## config.mk

```make
export PLATFORM = sky130hd
export DESIGN_NAME = dual_rail_capture_flat
export DESIGN_NICKNAME = d
export VERILOG_FILES = /design/src/rtl/dual_rail_pkg.sv /design/src/rtl/dual_rail_capture_if.sv /design/src/rtl/dual_rail_classifier.sv /design/src/rtl/dual_rail_capture.sv /design/src/flat_wrapper.sv
export SDC_FILE = /design/constraint.sdc
export NUM_CORES = 1
export LEC_CHECK = 0
export BUFFER_PORTS_ARGS = -buffer_cell sky130_fd_sc_hd__buf_4
export CAP_MARGIN = 15
export CORE_AREA = 2 2 63 65
export DETAILED_ROUTE_END_ITERATION = 6
export DIE_AREA = 0 0 65 67
export PLACE_DENSITY = 0.74
export SYNTH_ARGS = -nofsm -noshare
export SYNTH_HDL_FRONTEND = slang
export SYNTH_SLANG_ARGS = --single-unit
export TNS_END_PERCENT = 10
```

## constraint.sdc

```tcl
create_clock -name clk -period 3.2 [get_ports clk]
set_input_delay 0.64 -clock clk [delete_from_list [all_inputs] [get_ports clk]]
set_output_delay 0.64 -clock clk [all_outputs]
set_load 0.005 [all_outputs]
```

## src/rtl/dual_rail_pkg.sv

```systemverilog
// rtl/dual_rail_pkg.sv - shared types and defaults for the dual-rail capture block
//
// Purpose: state and pair-class enums plus default parameter values used by
// dual_rail_capture, its interface and the dual_rail_classifier.
// Ports: none (package).
package dual_rail_pkg;

  localparam int DEFAULT_WIDTH   = 8;
  localparam int DEFAULT_TIMEOUT = 15;
  localparam int DEFAULT_ERR_W   = 8;

  typedef enum logic [1:0] {
    SPACER_WAIT = 2'd0,
    EVAL_WAIT   = 2'd1,
    OUT_HOLD    = 2'd2
  } state_t;

  typedef enum logic [1:0] {
    SPACER   = 2'd0,
    PARTIAL  = 2'd1,
    CODEWORD = 2'd2,
    INVALID  = 2'd3
  } pair_class_t;

endpackage

```

## src/rtl/dual_rail_capture_if.sv

```systemverilog
// rtl/dual_rail_capture_if.sv - rail inputs, single-rail output handshake and error flags
//
// Purpose: bundles every non-clock/reset signal of dual_rail_capture.
// Ports (signals):
//   dr_in, dr_inbar   WIDTH  true / complement rails
//   data_out          WIDTH  captured single-rail word
//   data_valid, data_ready   output handshake
//   err_invalid, err_timeout one-cycle error pulses
//   err_count         ERR_W  saturating error count
//   busy                     capture in progress or word held
// Modports: master = rail driver / word consumer, slave = capture block.
interface dual_rail_capture_if import dual_rail_pkg::*; #(
  parameter int WIDTH = DEFAULT_WIDTH,
  parameter int ERR_W = DEFAULT_ERR_W
);
  logic [WIDTH-1:0] dr_in;
  logic [WIDTH-1:0] dr_inbar;
  logic [WIDTH-1:0] data_out;
  logic             data_valid;
  logic             data_ready;
  logic             err_invalid;
  logic             err_timeout;
  logic [ERR_W-1:0] err_count;
  logic             busy;

  modport master (
    output dr_in, dr_inbar, data_ready,
    input  data_out, data_valid, err_invalid, err_timeout, err_count, busy
  );

  modport slave (
    input  dr_in, dr_inbar, data_ready,
    output data_out, data_valid, err_invalid, err_timeout, err_count, busy
  );
endinterface

```

## src/rtl/dual_rail_classifier.sv

```systemverilog
// rtl/dual_rail_classifier.sv - combinational class of a dual-rail pair vector
//
// Purpose: maps WIDTH true/complement rail pairs to SPACER / PARTIAL /
// CODEWORD / INVALID. INVALID (any pair 11) has priority.
// Ports:
//   rail      in   WIDTH  true rails
//   rail_bar  in   WIDTH  complement rails
//   cls       out  2      pair_class_t
module dual_rail_classifier import dual_rail_pkg::*; #(
  parameter int WIDTH = DEFAULT_WIDTH
) (
  input  logic [WIDTH-1:0] rail,
  input  logic [WIDTH-1:0] rail_bar,
  output pair_class_t      cls
);
  logic any_11;
  logic all_00;
  logic all_one_hot;

  assign any_11      = |(rail & rail_bar);
  assign all_00      = ~|(rail | rail_bar);
  assign all_one_hot = &(rail ^ rail_bar);

  always_comb begin
    cls = PARTIAL;
    if (any_11)
      cls = INVALID;
    else if (all_00)
      cls = SPACER;
    else if (all_one_hot)
      cls = CODEWORD;
  end
endmodule

```

## src/rtl/dual_rail_capture.sv

```systemverilog
// rtl/dual_rail_capture.sv - dual-rail RZ receiver with spacer/codeword protocol check
//
// Purpose: registers the rails, enforces spacer -> codeword ordering, hands
// each codeword out on a valid/ready port and flags invalid pairs and stalled
// evaluations with a saturating error count.
// Ports:
//   clk  in  1  rising-edge clock
//   rst  in  1  asynchronous active-high reset
//   bus  dual_rail_capture_if.slave (rails, output handshake, error flags, busy)
module dual_rail_capture import dual_rail_pkg::*; #(
  parameter int WIDTH   = DEFAULT_WIDTH,
  parameter int TIMEOUT = DEFAULT_TIMEOUT,
  parameter int ERR_W   = DEFAULT_ERR_W
) (
  input  logic clk,
  input  logic rst,
  dual_rail_capture_if.slave bus
);
  localparam int             TCW     = $clog2(TIMEOUT + 1);
  localparam logic [TCW-1:0] TC_LAST = TCW'(TIMEOUT - 1);

  logic [WIDTH-1:0] rail_q;
  logic [WIDTH-1:0] rail_bar_q;
  logic             sample_ok_q;
  logic [WIDTH-1:0] data_q;
  logic             valid_q;
  logic             inv_q;
  logic             to_q;
  logic [ERR_W-1:0] cnt_q;
  logic [TCW-1:0]   tcount_q;

  state_t      state_q;
  state_t      state_d;
  pair_class_t cls_raw;
  pair_class_t cls;

  logic accept;
  logic load_word;
  logic invalid_set;
  logic timeout_set;
  logic tcount_clr;
  logic tcount_inc;

  dual_rail_classifier #(.WIDTH(WIDTH)) u_classifier (
    .rail     (rail_q),
    .rail_bar (rail_bar_q),
    .cls      (cls_raw)
  );

  // The zeros left in the input register by reset are not a real spacer.
  // Until the first genuine sample is taken the register is treated as stale,
  // so a codeword already on the rails at reset release is not captured.
  assign cls    = sample_ok_q ? cls_raw : PARTIAL;
  assign accept = valid_q & bus.data_ready;

  // State register
  always_ff @(posedge clk or posedge rst) begin
    if (rst)
      state_q <= SPACER_WAIT;
    else
      state_q <= state_d;
  end

  // Next-state logic
  always_comb begin
    state_d = state_q;
    case (state_q)
      SPACER_WAIT: begin
        if (cls == SPACER)
          state_d = EVAL_WAIT;
      end
      EVAL_WAIT: begin
        case (cls)
          CODEWORD: state_d = OUT_HOLD;
          INVALID:  state_d = SPACER_WAIT;
          PARTIAL:  if (tcount_q == TC_LAST) state_d = SPACER_WAIT;
          default:  state_d = EVAL_WAIT;
        endcase
      end
      OUT_HOLD: begin
        if (accept)
          state_d = SPACER_WAIT;
      end
      default: state_d = SPACER_WAIT;
    endcase
  end

  // Output/control decode; errors are only classified outside OUT_HOLD.
  always_comb begin
    load_word   = 1'b0;
    invalid_set = 1'b0;
    timeout_set = 1'b0;
    tcount_clr  = 1'b0;
    tcount_inc  = 1'b0;
    case (state_q)
      SPACER_WAIT: begin
        tcount_clr  = (cls == SPACER);
        invalid_set = (cls == INVALID);
      end
      EVAL_WAIT: begin
        case (cls)
          SPACER:   tcount_clr  = 1'b1;
          CODEWORD: load_word   = 1'b1;
          INVALID:  invalid_set = 1'b1;
          default: begin
            tcount_inc  = 1'b1;
            timeout_set = (tcount_q == TC_LAST);
          end
        endcase
      end
      default: ;
    endcase
  end

  // Input register, output word, error pulses and counters
  always_ff @(posedge clk or posedge rst) begin
    if (rst) begin
      rail_q      <= '0;
      rail_bar_q  <= '0;
      sample_ok_q <= 1'b0;
      data_q      <= '0;
      valid_q     <= 1'b0;
      inv_q       <= 1'b0;
      to_q        <= 1'b0;
      cnt_q       <= '0;
      tcount_q    <= '0;
    end else begin
      rail_q      <= bus.dr_in;
      rail_bar_q  <= bus.dr_inbar;
      sample_ok_q <= 1'b1;
      inv_q       <= invalid_set;
      to_q        <= timeout_set;

      if (load_word) begin
        data_q  <= rail_q;
        valid_q <= 1'b1;
      end else if (accept) begin
        valid_q <= 1'b0;
      end

      if (tcount_clr)
        tcount_q <= '0;
      else if (tcount_inc)
        tcount_q <= tcount_q + 1'b1;

      if ((invalid_set || timeout_set) && (cnt_q != {ERR_W{1'b1}}))
        cnt_q <= cnt_q + 1'b1;
    end
  end

  assign bus.data_out    = data_q;
  assign bus.data_valid  = valid_q;
  assign bus.err_invalid = inv_q;
  assign bus.err_timeout = to_q;
  assign bus.err_count   = cnt_q;
  assign bus.busy        = (state_q == EVAL_WAIT) || (state_q == OUT_HOLD);
endmodule

```

## src/flat_wrapper.sv

```systemverilog
// flat-port wrapper written by rule: the top's interface ports become plain ports
module dual_rail_capture_flat import dual_rail_pkg::*;
#(
  parameter int WIDTH   = DEFAULT_WIDTH,
  parameter int TIMEOUT = DEFAULT_TIMEOUT,
  parameter int ERR_W   = DEFAULT_ERR_W
)
  (clk, rst, bus_dr_in, bus_dr_inbar, bus_data_ready, bus_data_out, bus_data_valid, bus_err_invalid, bus_err_timeout, bus_err_count, bus_busy);
  dual_rail_capture_if #(.WIDTH(WIDTH), .ERR_W(ERR_W)) bus_i ();
  input  logic clk;
  input  logic rst;
  input wire logic [$bits(bus_i.dr_in)-1:0] bus_dr_in;
  input wire logic [$bits(bus_i.dr_inbar)-1:0] bus_dr_inbar;
  input wire logic [$bits(bus_i.data_ready)-1:0] bus_data_ready;
  output wire logic [$bits(bus_i.data_out)-1:0] bus_data_out;
  output wire logic [$bits(bus_i.data_valid)-1:0] bus_data_valid;
  output wire logic [$bits(bus_i.err_invalid)-1:0] bus_err_invalid;
  output wire logic [$bits(bus_i.err_timeout)-1:0] bus_err_timeout;
  output wire logic [$bits(bus_i.err_count)-1:0] bus_err_count;
  output wire logic [$bits(bus_i.busy)-1:0] bus_busy;
  assign bus_i.dr_in = bus_dr_in;
  assign bus_i.dr_inbar = bus_dr_inbar;
  assign bus_i.data_ready = bus_data_ready;
  assign bus_data_out = bus_i.data_out;
  assign bus_data_valid = bus_i.data_valid;
  assign bus_err_invalid = bus_i.err_invalid;
  assign bus_err_timeout = bus_i.err_timeout;
  assign bus_err_count = bus_i.err_count;
  assign bus_busy = bus_i.busy;
  dual_rail_capture #(.WIDTH(WIDTH), .TIMEOUT(TIMEOUT), .ERR_W(ERR_W)) u_core (.clk(clk), .rst(rst), .bus(bus_i));
endmodule
```

Word-level counts from Yosys, hierarchy flattened --
Index checks and enable logic that the tools add are counted.
Storage, ports and cells: register bits after elaboration 42, bits of input ports 19
Operators by class: add/sub/neg operators 2, equality and inequality tests 10, multiplexer cells 23, bitwise gates (word level) 4, reduce and logical (&&, ||, !) cells 12
Operators by type and width (count):
- 8-bit OR reduction | 2
- 2-bit two-way mux | 7
- 2-bit one-hot mux with 3 select lines | 2
- 1-bit two-way mux | 10
- 8-bit by 1-bit adder with 8-bit output, second input constant | 1
- 8-bit bitwise AND | 1
- 4-bit two-way mux | 2
- 8-bit inequality test, second input constant | 1
- 8-bit OR | 1
- 8-bit AND reduction | 1
- 8-bit bitwise XOR | 1
- 2-bit == test, second input constant | 3
- 4-bit by 1-bit adder with 4-bit output, second input constant | 1
- 2-bit by 1-bit == test with 1-bit output, second input constant | 2
- 4-bit == test, second input constant | 1
- 2-bit logical NOT | 2
- 2-bit by 1-bit inequality test with 1-bit output, second input constant | 2
- 1-bit one-hot mux with 2 select lines | 2
- 2-bit nonzero test | 2
- 3-bit by 2-bit inequality test with 1-bit output, second input constant | 1
- 3-bit AND reduction | 1
- 3-bit OR reduction | 1
- 1-bit logical OR | 2
- 1-bit bitwise AND | 1
- 1-bit logical AND | 1

Depth between registers and ports, before layout --
depth after elaboration 12, gate-level depth with buffers 7, gate-level depth less buffers 7

Cells and area by module --
Synthesis repeated with hierarchy kept, for this count alone.
Unflattened totals: cells, all modules 162, area total of the unflattened synthesis 2003.2 µm²
Modules (own cells, without submodules):
- dual_rail_capture | times used 1, cells each 119, area an instance 1675.4 µm², seq. area each 1051.0 µm²
- dual_rail_classifier | times used 1, cells each 43, area an instance 327.8 µm², seq. area each 0.0 µm²

Worst setup path after synthesis --
OpenSTA, ideal clock, no wires.
path kind register to register, start reg u_core.rail_bar_q[0], end reg u_core.cnt_q[7] (netlist: u_core.bus.err_count[7]), library setup time 128 ps, arrival time 1767 ps, required time 3072 ps, path slack 1305 ps, stages on the path, launching flop included 7, cell sequence dfrtp_1 -> ha_1 -> nor4_4 -> nand2_2 -> nor4_4 -> o2111ai_1 -> mux2_1
On the way: cells in the longest elaborated chain, start to end 12
RTL lines:
- start: declaration | RTL line dual_rail_capture.sv:23 | logic [WIDTH-1:0] rail_bar_q;
- start signal: assignment | RTL line dual_rail_capture.sv:129 | rail_bar_q <= bus.dr_inbar;
- 8-bit bitwise XOR | RTL line dual_rail_classifier.sv:22 | assign all_one_hot = &(rail ^ rail_bar);
- 8-bit AND reduction | RTL line dual_rail_classifier.sv:22
- 2-bit two-way mux | RTL line dual_rail_classifier.sv:30 | else if (all_one_hot)
- 2-bit two-way mux | RTL line dual_rail_classifier.sv:28 | else if (all_00)
- 2-bit two-way mux * | RTL line dual_rail_classifier.sv:26 | if (any_11)
- 2-bit two-way mux * | RTL line dual_rail_capture.sv:53 | assign cls = sample_ok_q ? cls_raw : PARTIAL;
- 2-bit == test (tied with other cells) | RTL line dual_rail_capture.sv:101 | case (cls)
- 3-bit OR reduction (no line)
- 1-bit two-way mux | RTL line dual_rail_capture.sv:101
- 1-bit two-way mux | RTL line dual_rail_capture.sv:95 | case (state_q)
- 1-bit logical OR * | RTL line dual_rail_capture.sv:146 | if ((invalid_set || timeout_set) && (cnt_q != {ERR_W{1'b1}}))
- 1-bit logical AND * | RTL line dual_rail_capture.sv:146
- end signal: assignment | RTL line dual_rail_capture.sv:147 | cnt_q <= cnt_q + 1'b1;
- end: declaration | RTL line dual_rail_capture.sv:29 | logic [ERR_W-1:0] cnt_q;
Every way passes the cells marked *; elsewhere a longest branch is shown, timed or not. A chain may end at the register's enable or synchronous reset.

Worst setup path in the final report --
start reg u_core.state_q[1], end reg u_core.cnt_q[7] (netlist: u_core.bus.err_count[7])
On the way: cells in the longest elaborated chain, start to end 4
RTL lines:
- start: declaration | RTL line dual_rail_capture.sv:32 | state_t state_q;
- start signal: assignment | RTL line dual_rail_capture.sv:61 | state_q <= state_d;
- 2-bit by 1-bit == test with 1-bit output / 2-bit logical NOT (equally long branches) | RTL line dual_rail_capture.sv:95
- 1-bit one-hot mux with 2 select lines / 1-bit two-way mux (equally long branches) | RTL line dual_rail_capture.sv:95
- 1-bit logical OR * | RTL line dual_rail_capture.sv:146
- 1-bit logical AND * | RTL line dual_rail_capture.sv:146
Marked as above.

==> out/summary.txt <==
Register area share after synthesis -> 53.30%
Crit share post-route -> 65.58%
Cell Area, Synth -> 1972 um^2
Core Region -> 3606 um^2
Fraction of registers with async set/reset -> 100.0%
First-pass GRT wire length -> 5.961 mm
Highest clock rate -> 476.5 MHz
CP endpoint kind -> flip-flop
Largest net degree at the start of global routing -> 43
Cell taking the most area after synthesis -> dfrtp_1
Bufs on Longest Clock Path -> 2
Distinct cell type count after synthesis -> 30
Synth Area in Compound Gates -> 6.980%
Post-cts sizing count -> 0
Total GRT Usage -> 18.24%
Final Cell Area -> 2431 um^2
Grt ovf -> 0
Critical Path AT -> 2.27 ns
Post-Route WL -> 3.460 mm
Worst Hold Class -> in2reg
Hold Fails Final Rpt -> 0
Power per cell area -> 515.9 nW/um^2
WS Path Type -> reg2reg
Die area -> 4355 um^2
Post-Syn Instances -> 172
Crit-path cells -> inv_1, ha_1, nand4_1, o22ai_1, o2111ai_1, mux2_1
Mux cell area share after synthesis -> 4.251%
Synth Area in XOR/XNOR -> 2.221%
Final #Nets -> 258
Avg Inst Size Synth -> 11.46 um^2
Setup ws final -> 1.101 ns
Placed Instances -> 258
Num rows -> 22
Area share of the largest cell type after synthesis -> 53.30%
RSZ-0062 raised after global routing -> no
CP max FO -> 7
Post-DRT Antenna Nets -> 0
DR vias -> 1353
Setup Fix Bufs, Post-CTS -> 0
WP buf/inv -> 1
Worst-path clk slew -> 0.08 ns
DP Area -> 2321 um^2
Inserted Diodes -> 0
Initial Util -> 54.68%
Final Setup Violations -> 0
Antenna violations before repair -> 0
TritonCTS Buffers -> 5
Synth Area in Adders -> 13.96%
I/O pins -> 39
Placer congestion estimate -> 0.9253
Clock Sinks -> 42
Worst Tran Pin Value -> 0.5039 ns
H-tree Lvls -> 2
Worst hold slack -> 0.4550 ns
Final setup TNS -> 0 ns
CTS tree -> built
Pleak -> 1.242 nW
Clk Latency, worst-skew pair -> 0.29 ns
Most frequent cells in the layout -> 42 x dfrtp_1, 39 x buf_4, 22 x ha_1, 21 x inv_1, 17 x nand2_1
# port buffers -> 38
Relative slew margins -> 66.41%
Skew final -> 0.005655 ns
Post-CTS Hold Buffers -> 0
Die Y -> 67 um
Vias in the first global route -> 1386
Fillers -> 275
Commonest non-fill, non-tap cell in the layout -> dfrtp_1
Final Slew Violations -> 0
DRC viols -> 0
Non-Filler Instances -> 266
Layout cells sized above 1 -> 24.31%
Die X -> 65 um
Crit path max-delay family -> compound AO/OA/AOI/OAI gates
Max Cap Viol -> 0
Main combinational cell family by area after synthesis -> simple AND/OR/NAND/NOR gates
Pre-CTS setup slack -> 1.142 ns
Synth warn -> 0
First-pass DRT Iterations -> 4
Post-synth EDFFs -> 0
Critical Path RT -> 3.38 ns
Period minus WS final -> 2.099 ns
Top cells by area, synth -> dfrtp_1 53%, ha_1 14%, inv_1 4.0%
CTS root buffer -> clkbuf_8
Starting DRC count in detailed routing -> 116
Critical-path top delay cell -> o22ai_1
CP startpoint kind -> flip-flop
Yosys reg bits -> 42
Status -> complete, no violations
Synth Flop Type -> dfrtp_1
Wire length per cell -> 13.01 um
Detail Placement HPWL -> 2.708 mm
Vias per cell -> 5.086
Delay of the slowest critical-path stage -> 0.43 ns
Syn nets -> 213
Layout area overhead -> 23.29%
Post-synthesis simple-gate area fraction -> 14.91%
Max rail drop VDD -> 0.0003519 V
[logic make-up (layout without fill, tap and decap cells)]
group / after synthesis / count (layout)
AO/OA/AOI/OAI: 23 / 23
buffers and inverters: 22 / 68
AND/OR/NAND/NOR: 49 / 49
other: 1 / 1
flip-flops: 42 / 42
XOR/XNOR: 5 / 5
adder cells (fa/ha/maj): 22 / 22
multiplexers: 8 / 8
[where the power goes]
part           switching [mW]  internal (mW)  total, mW
sequential             0.0594          0.584      0.643
clock                   0.170          0.218      0.388
combinational          0.0947          0.128      0.223
total                   0.324          0.930       1.25
[metal layers]
layer | share of wire (%) | wire, um | up-vias | global-route usage (%)
met5 | 0 | 0 | - | 0
met2 | 52 | 1808 | 43 | 32.73
li1 | - | - | 669 | -
met1 | 41 | 1418 | 636 | 21.34
met4 | 1.3 | 45 | 0 | 5.585
met3 | 5.4 | 188 | 5 | 4.730
[worst paths after layout]
| path | endpoint | cells past startpoint | slack (ns) | startpoint |
|---|---|---|---|---|
| setup / recovery | u_core.bus.err_count[7] | 6 | 1.10 | u_core.state_q[1] |
| hold / removal | u_core.rail_q[7] | 1 | 0.45 | bus_dr_in[7] |
| max in group asynchronous | u_core.bus.data_out[6] | 3 | 2.38 | rst |
| hold reg to reg | u_core.bus.data_out[0] | 2 | 0.49 | u_core.bus.data_out[0] |
| min in group asynchronous | u_core.bus.data_out[2] | 3 | 0.47 | rst |
| setup reg to reg | u_core.bus.err_count[7] | 6 | 1.10 | u_core.state_q[1] |
[cell type report]
cell class	instances	area [um^2]	share of cell area, %
Multi-Input combinational cell	108	838.3	34.48
Tap cell	48	60.06	2.470
Clock buffer	8	110.1	4.529
Inverter	21	78.83	3.242
Timing Repair Buffer	39	292.8	12.04
Sequential cell	42	1051	43.23
[state kept, by name (all words and copies together) (netlist names)]
name / cells
u_core.bus.data_out: 8
u_core.tcount_q: 4
u_core.bus.err_count: 8
u_core.rail_q: 8
u_core.rail_bar_q: 8
u_core.bus.err_invalid: 1
u_core.bus.err_timeout: 1
u_core.state_q: 2
u_core.bus.data_valid: 1
u_core.sample_ok_q: 1
[cells in the mapped netlist (3+ instances only)]
cell type,count
dfrtp_1,42
ha_1,22
inv_1,21
nand2_1,17
o21ai_0,15
nor2_1,7
mux2i_1,5
nand3_1,5
nand4_1,5
xnor2_1,5
mux2_1,3
nor4_4,3
[metrics by stage]
stage	util (%)	power [mW]
after detailed placement	64.37	0.8739
after global placement	64.37	0.8642
final	67.42	1.254
after global routing	67.42	1.327
after CTS	67.42	1.266
after floorplan	-	0.7581
No activity file was read; power rests on OpenSTA's default activity.
